==> src/rtl/bcd_pkg.sv <==
// bcd_pkg: shared types and constants for the four-digit BCD counter.
//   bcd_digit_t  - one BCD digit (4 bits, legal values 0..9)
//   BCD_MAX/MIN  - digit limits
//   BCD_DIGITS   - number of digits in the counter
//   bcd_clamp    - saturates a raw nibble to a legal BCD digit
package bcd_pkg;

    typedef logic [3:0] bcd_digit_t;

    localparam bcd_digit_t BCD_MAX    = 4'd9;
    localparam bcd_digit_t BCD_MIN    = 4'd0;
    localparam int         BCD_DIGITS = 4;

    function automatic bcd_digit_t bcd_clamp(input logic [3:0] raw);
        return (raw > BCD_MAX) ? BCD_MAX : raw;
    endfunction

endpackage

==> src/rtl/bcd_counter4_if.sv <==
// bcd_counter4_if: command and status bundle of the BCD counter.
//   Commands (master -> slave): inc, dec, clr, load, load_val[15:0]
//   Status   (slave -> master): dig3..dig0, carry, borrow, at_max, at_min, load_err
interface bcd_counter4_if;
    import bcd_pkg::*;

    logic        inc;
    logic        dec;
    logic        clr;
    logic        load;
    logic [15:0] load_val;

    bcd_digit_t  dig3;
    bcd_digit_t  dig2;
    bcd_digit_t  dig1;
    bcd_digit_t  dig0;
    logic        carry;
    logic        borrow;
    logic        at_max;
    logic        at_min;
    logic        load_err;

    modport master (
        output inc, dec, clr, load, load_val,
        input  dig3, dig2, dig1, dig0, carry, borrow, at_max, at_min, load_err
    );

    modport slave (
        input  inc, dec, clr, load, load_val,
        output dig3, dig2, dig1, dig0, carry, borrow, at_max, at_min, load_err
    );

endinterface

==> src/rtl/bcd_digit.sv <==
// bcd_digit: one registered BCD digit with ripple in/out.
//   clk, rst_n      - clock, async active-low reset
//   clr, ld, ld_val - synchronous clear / load (ld_val must already be 0..9)
//   up_in, dn_in    - step request from the lower digit (or the top for digit 0)
//   q               - current digit value
//   up_out, dn_out  - combinational ripple to the next higher digit (9->0 / 0->9)
module bcd_digit
    import bcd_pkg::*;
(
    input  logic       clk,
    input  logic       rst_n,
    input  logic       clr,
    input  logic       ld,
    input  bcd_digit_t ld_val,
    input  logic       up_in,
    input  logic       dn_in,
    output bcd_digit_t q,
    output logic       up_out,
    output logic       dn_out
);

    always_ff @(posedge clk or negedge rst_n) begin
        if (!rst_n) begin
            q <= BCD_MIN;
        end else if (clr) begin
            q <= BCD_MIN;
        end else if (ld) begin
            q <= ld_val;
        end else if (up_in) begin
            q <= (q == BCD_MAX) ? BCD_MIN : q + 4'd1;
        end else if (dn_in) begin
            q <= (q == BCD_MIN) ? BCD_MAX : q - 4'd1;
        end
    end

    assign up_out = up_in && (q == BCD_MAX);
    assign dn_out = dn_in && (q == BCD_MIN);

endmodule

==> src/rtl/bcd_counter4.sv <==
// bcd_counter4: four-digit BCD up/down counter with clear, clamped load,
// wrap or saturate at the limits, and registered carry/borrow/load_err pulses.
//   WRAP  - 1: wrap 9999<->0000, 0: hold at the limit (pulses still fire)
//   clk   - rising-edge clock
//   rst_n - async active-low reset
//   bus   - bcd_counter4_if.slave (commands in, digits and status out)
module bcd_counter4
    import bcd_pkg::*;
#(
    parameter bit WRAP = 1'b1
) (
    input  logic            clk,
    input  logic            rst_n,
    bcd_counter4_if.slave   bus
);

    bcd_digit_t            q        [BCD_DIGITS];
    bcd_digit_t            ld_vals  [BCD_DIGITS];
    logic [BCD_DIGITS:0]   up_chain;
    logic [BCD_DIGITS:0]   dn_chain;

    logic load_cmd;
    logic step_ok;
    logic up_cmd;
    logic dn_cmd;
    logic at_max;
    logic at_min;
    logic any_clamped;
    logic carry_nxt;
    logic borrow_nxt;

    // clr beats load beats inc/dec; inc and dec together cancel.
    assign load_cmd = bus.load && !bus.clr;
    assign step_ok  = !bus.clr && !bus.load && (bus.inc ^ bus.dec);
    assign up_cmd   = step_ok && bus.inc;
    assign dn_cmd   = step_ok && bus.dec;

    assign at_max = (q[3] == BCD_MAX) && (q[2] == BCD_MAX) &&
                    (q[1] == BCD_MAX) && (q[0] == BCD_MAX);
    assign at_min = (q[3] == BCD_MIN) && (q[2] == BCD_MIN) &&
                    (q[1] == BCD_MIN) && (q[0] == BCD_MIN);

    // In saturate mode the step never enters the chain at the limit, so the
    // digits hold while the pulse is still generated below.
    assign up_chain[0] = up_cmd && (WRAP || !at_max);
    assign dn_chain[0] = dn_cmd && (WRAP || !at_min);

    always_comb begin
        any_clamped = 1'b0;
        for (int i = 0; i < BCD_DIGITS; i++) begin
            ld_vals[i]  = bcd_clamp(bus.load_val[4*i +: 4]);
            any_clamped = any_clamped || (bus.load_val[4*i +: 4] > BCD_MAX);
        end
    end

    for (genvar g = 0; g < BCD_DIGITS; g++) begin : g_digit
        bcd_digit u_digit (
            .clk    (clk),
            .rst_n  (rst_n),
            .clr    (bus.clr),
            .ld     (load_cmd),
            .ld_val (ld_vals[g]),
            .up_in  (up_chain[g]),
            .dn_in  (dn_chain[g]),
            .q      (q[g]),
            .up_out (up_chain[g+1]),
            .dn_out (dn_chain[g+1])
        );
    end

    // When wrapping, the ripple out of the top digit is exactly the carry/borrow.
    assign carry_nxt  = WRAP ? up_chain[BCD_DIGITS] : (up_cmd && at_max);
    assign borrow_nxt = WRAP ? dn_chain[BCD_DIGITS] : (dn_cmd && at_min);

    always_ff @(posedge clk or negedge rst_n) begin
        if (!rst_n) begin
            bus.carry    <= 1'b0;
            bus.borrow   <= 1'b0;
            bus.load_err <= 1'b0;
        end else begin
            bus.carry    <= carry_nxt;
            bus.borrow   <= borrow_nxt;
            bus.load_err <= load_cmd && any_clamped;
        end
    end

    assign bus.dig3   = q[3];
    assign bus.dig2   = q[2];
    assign bus.dig1   = q[1];
    assign bus.dig0   = q[0];
    assign bus.at_max = at_max;
    assign bus.at_min = at_min;

endmodule

==> src/flat_wrapper.sv <==
// flat-port wrapper written by rule: the top's interface ports become plain ports
module bcd_counter4_flat import bcd_pkg::*;
#(
    parameter bit WRAP = 1'b1
)
  (clk, rst_n, bus_inc, bus_dec, bus_clr, bus_load, bus_load_val, bus_dig3, bus_dig2, bus_dig1, bus_dig0, bus_carry, bus_borrow, bus_at_max, bus_at_min, bus_load_err);
  bcd_counter4_if bus_i ();
  input  logic clk;
  input  logic rst_n;
  input wire logic [$bits(bus_i.inc)-1:0] bus_inc;
  input wire logic [$bits(bus_i.dec)-1:0] bus_dec;
  input wire logic [$bits(bus_i.clr)-1:0] bus_clr;
  input wire logic [$bits(bus_i.load)-1:0] bus_load;
  input wire logic [$bits(bus_i.load_val)-1:0] bus_load_val;
  output wire logic [$bits(bus_i.dig3)-1:0] bus_dig3;
  output wire logic [$bits(bus_i.dig2)-1:0] bus_dig2;
  output wire logic [$bits(bus_i.dig1)-1:0] bus_dig1;
  output wire logic [$bits(bus_i.dig0)-1:0] bus_dig0;
  output wire logic [$bits(bus_i.carry)-1:0] bus_carry;
  output wire logic [$bits(bus_i.borrow)-1:0] bus_borrow;
  output wire logic [$bits(bus_i.at_max)-1:0] bus_at_max;
  output wire logic [$bits(bus_i.at_min)-1:0] bus_at_min;
  output wire logic [$bits(bus_i.load_err)-1:0] bus_load_err;
  assign bus_i.inc = bus_inc;
  assign bus_i.dec = bus_dec;
  assign bus_i.clr = bus_clr;
  assign bus_i.load = bus_load;
  assign bus_i.load_val = bus_load_val;
  assign bus_dig3 = bus_i.dig3;
  assign bus_dig2 = bus_i.dig2;
  assign bus_dig1 = bus_i.dig1;
  assign bus_dig0 = bus_i.dig0;
  assign bus_carry = bus_i.carry;
  assign bus_borrow = bus_i.borrow;
  assign bus_at_max = bus_i.at_max;
  assign bus_at_min = bus_i.at_min;
  assign bus_load_err = bus_i.load_err;
  bcd_counter4 #(.WRAP(WRAP)) u_core (.clk(clk), .rst_n(rst_n), .bus(bus_i));
endmodule
==> config.mk <==
export PLATFORM = sky130hd
export DESIGN_NAME = bcd_counter4_flat
export DESIGN_NICKNAME = d
export VERILOG_FILES = /design/src/rtl/bcd_pkg.sv /design/src/rtl/bcd_counter4_if.sv /design/src/rtl/bcd_digit.sv /design/src/rtl/bcd_counter4.sv /design/src/flat_wrapper.sv
export SDC_FILE = /design/constraint.sdc
export NUM_CORES = 1
export LEC_CHECK = 0
export CAP_MARGIN = 20
export CORE_ASPECT_RATIO = 0.5
export CORE_MARGIN = 2
export CORE_UTILIZATION = 55
export CTS_CLUSTER_DIAMETER = 50
export CTS_CLUSTER_SIZE = 16
export DETAILED_ROUTE_END_ITERATION = 6
export MAX_ROUTING_LAYER = met4
export PLACE_DENSITY = 0.95
export SYNTH_ARGS = -nofsm -noshare
export SYNTH_HDL_FRONTEND = slang
export SYNTH_SLANG_ARGS = --single-unit
==> constraint.sdc <==
create_clock -name clk -period 5.81 [get_ports clk]
set_clock_uncertainty 0.1 [all_clocks]
set_input_delay 1.162 -clock clk [delete_from_list [all_inputs] [get_ports clk]]
set_output_delay 1.162 -clock clk [all_outputs]
set_load 0.01 [all_outputs]
==> impl_metrics.csv <==
group,metric,value,unit
routing,wl_per_cell,17.4,um
floorplanning,die_height,45.3,um
worst_setup_path,worstPathArrival,2700,ps
timing,slew_headroom,34.3,%
cells_and_area,final_nets,306,
global_routing,grt_pass1_vias,1787,
worst_setup_path,critPathMaxStageDelay,540,ps
cts,cts_resized,0,
floorplanning,core,3120,um2
run_status,status,"finished, final reports clean",
worst_setup_path,worst_setup_path_end_kind,"output port",
cts,post_cts.repair.setup_buffers,0,
power,combinationalPowerShare,43.2,%
cts,clkSinkCount,19,
floorplanning,num_rows,14,
timing,slew_violations,0,
power,p_leak,0.947,nW
worst_setup_path,crit_slowest_cell,"clkdlybuf4s50_1",
worst_setup_path,worst-path-max-fanout,8,
cells_and_area,layout-drive-gt1-share,4.49,%
cells_and_area,final_common_cell,"clkdlybuf4s50_1",
yosys,ys_ff_latch,19,
yosys,synth_flop_cell,"dfrtp_1",
power,swShare,38.4,%
hold_path,hold_path.class,"reg2reg",
power,internal_power,296,uW
placement,hpwl,3990,um
timing,finalHoldViolCount,0,
routing,drc,0,
placement,io_buffers,42,
global_routing,grt_pass1_wl,8780,um
worst_setup_path,cp_cell_sequence,"inv_1, ha_1, or3b_2, nor2_1, and3_1, clkdlybuf4s50_1",
yosys,synth_fp_nets,267,
floorplanning,dieWidth,86.6,um
yosys,netlist_area,1880,um2
timing,period_needed,3960,ps
timing,fin_tns_setup,0,ps
worst_setup_path,path_buf_inv,2,
yosys,seq_area_frac_synth,25.4,%
timing,setup-violations-final,0,
worst_setup_path,cpLargestDelayFamily,"simple AND/OR/NAND/NOR gates",
power,pwr_density_cell,204,nW/um2
yosys,async_reset_ff_share,100,%
yosys,ys_types,57,
timing,grt_setup_unrepaired,"no",
cts,clk_pin_slew,70,ps
timing,fin_crit_sh,68.1,%
floorplanning,dieArea,3920,um2
routing,drt.antenna.violating_nets,0,
floorplanning,initial_core_util,60.2,%
timing,fmax,253,MHz
power,switching_power,185,uW
yosys,avgSynthCellArea,8.19,um2
cells_and_area,area_growth,25.6,%
cts,cts_tree,"done",
routing,vias,2019,
worst_setup_path,required,4550,ps
cts,cts_buffer_depth,2,
routing,firstDrtPassIters,5,
worst_setup_path,start_kind,"flip-flop",
yosys,synth_edf_count,0,
routing,drt_iter0_markers,235,
run,cap_violations,0,
worst_setup_path,critical_path_class,"reg2out",
global_routing,grt_usage,29.6,%
global_routing,antenna_found_initial,0,
global_routing,grt_overflow,0,
yosys,synthCells,229,
routing,viasPerCell,6.58,
power,p_seq_share,37.2,%
global_routing,grt_start_max_net_pins,20,
placement,place_congestion,0.925,
yosys,ys_warn_count,0,
power,clkPwrFrac,19.6,%
cts,clock_latency,260,ps
floorplanning,ios,43,
routing,wirelength,5330,um
cells_and_area,diodes,0,
cts,cts_hold_buf,0,
cells_and_area,final_cell_mix,"clkdlybuf4s50_1, a21oi_1, dfrtp_1, inv_1",
timing,tightest_slew,985,ps
cts,htreeDepth,1,
cts,cts-root-buf,"clkbuf_8",
power,vdd_drop_max,0.141,mV
power,power.total,481,uW
cts,cts_made_buffers,3,
layer usage:
layer | GRT usage [%] | vias to the layer above | part of all wire [%]
li1 | - | 939 | -
met1 | 41.6 | 958 | 43
met2 | 45.7 | 110 | 48
met3 | 4.57 | 12 | 8.2
met4 | 6.25 | 0 | 1.1
met5 | - | - | 0
state kept, by name, indices dropped and copies added (netlist names):
register                  count
u_core.bus.carry              1
u_core.bus.load_err           1
u_core.g_digit.u_digit.q     16
u_core.bus.borrow             1
per-stage QoR:
stage               hold WS [ps]  std cells  cell area (um2)  worst slack [ps]  util, %
detailed placement           535        303             2310              1820     74.1
floorplan                    518        229             1880              2840        -
global route                 592        307             2350              1740     75.5
CTS                          549        307             2350              1890     75.5
finish                       560        307             2350              1850     75.5
global placement             505        303             2310              1940     74.1
cell usage after synthesis, types with 2 or more instances:
cell type,count,area share [%]
o31ai_1,5,2.0
a22o_1,2,0.93
ha_1,16,11
o21ai_0,13,3.5
a31oi_1,3,1.0
and3_1,3,1.0
nand2b_1,4,1.3
mux2i_1,3,1.6
nand3b_1,4,1.6
clkbuf_1,5,1.0
o211ai_1,2,0.80
xnor2_1,2,0.93
nand4b_1,2,0.93
inv_1,17,3.4
a21oi_1,23,6.1
nand3_1,4,1.1
o211a_1,2,1.1
xor2_1,3,1.4
dfrtp_1,19,25
a211oi_1,3,1.2
o221ai_1,3,1.4
nand2_1,16,3.2
o22ai_1,2,0.67
buf_2,2,0.53
nor3_1,10,2.7
nor2_1,13,2.6
o21bai_1,3,1.2
nor4b_1,3,1.4
nor2b_1,6,2.0
a22oi_1,2,0.80
or3b_2,2,0.93
a211o_1,3,1.4
nor3b_1,5,2.0
final cells by class:
class / instances / area [um2]
Fill cell: 230 / 763
Clock buffer: 4 / 45.0
Sequential cell: 19 / 475
Multi-Input combinational cell: 185 / 1300
Tap cell: 40 / 50.0
Inverter: 17 / 63.8
Timing Repair Buffer: 42 / 420
logic make-up after synthesis:
group	share of synthesized area [%]
AND/OR/NAND/NOR	26.0
AO/OA/AOI/OAI	28.1
buffers and inverters	5.34
flip-flops	25.4
adder cells (fa/ha/maj)	10.7
XOR/XNOR	2.34
multiplexers	2.20
worst paths after layout:
check                                          startpoint                             end  slack, ps  cells after the start
max                        u_core.g_digit[0].u_digit.q[0]                      bus_at_min       1850                      6
min                        u_core.g_digit[3].u_digit.q[1]  u_core.g_digit[3].u_digit.q[1]        560                      1
max reg2reg                u_core.g_digit[0].u_digit.q[1]  u_core.g_digit[2].u_digit.q[0]       3050                      7
min reg2reg                u_core.g_digit[3].u_digit.q[1]  u_core.g_digit[3].u_digit.q[1]        560                      1
max in group asynchronous                           rst_n             u_core.bus.load_err       3730                      1
min in group asynchronous                           rst_n  u_core.g_digit[0].u_digit.q[3]       1320                      1
power groups by stage:
stage	Combinational (mW)	Clock [mW]	Sequential (mW)
2_1_floorplan	0.127	0	0.173
3_3_place_gp	0.195	0	0.178
3_5_place_dp	0.202	0	0.180
4_1_cts	0.204	0.0969	0.177
5_1_grt	0.228	0.102	0.182
6_report	0.207	0.0944	0.179
No activity file was read; power rests on OpenSTA's default activity.
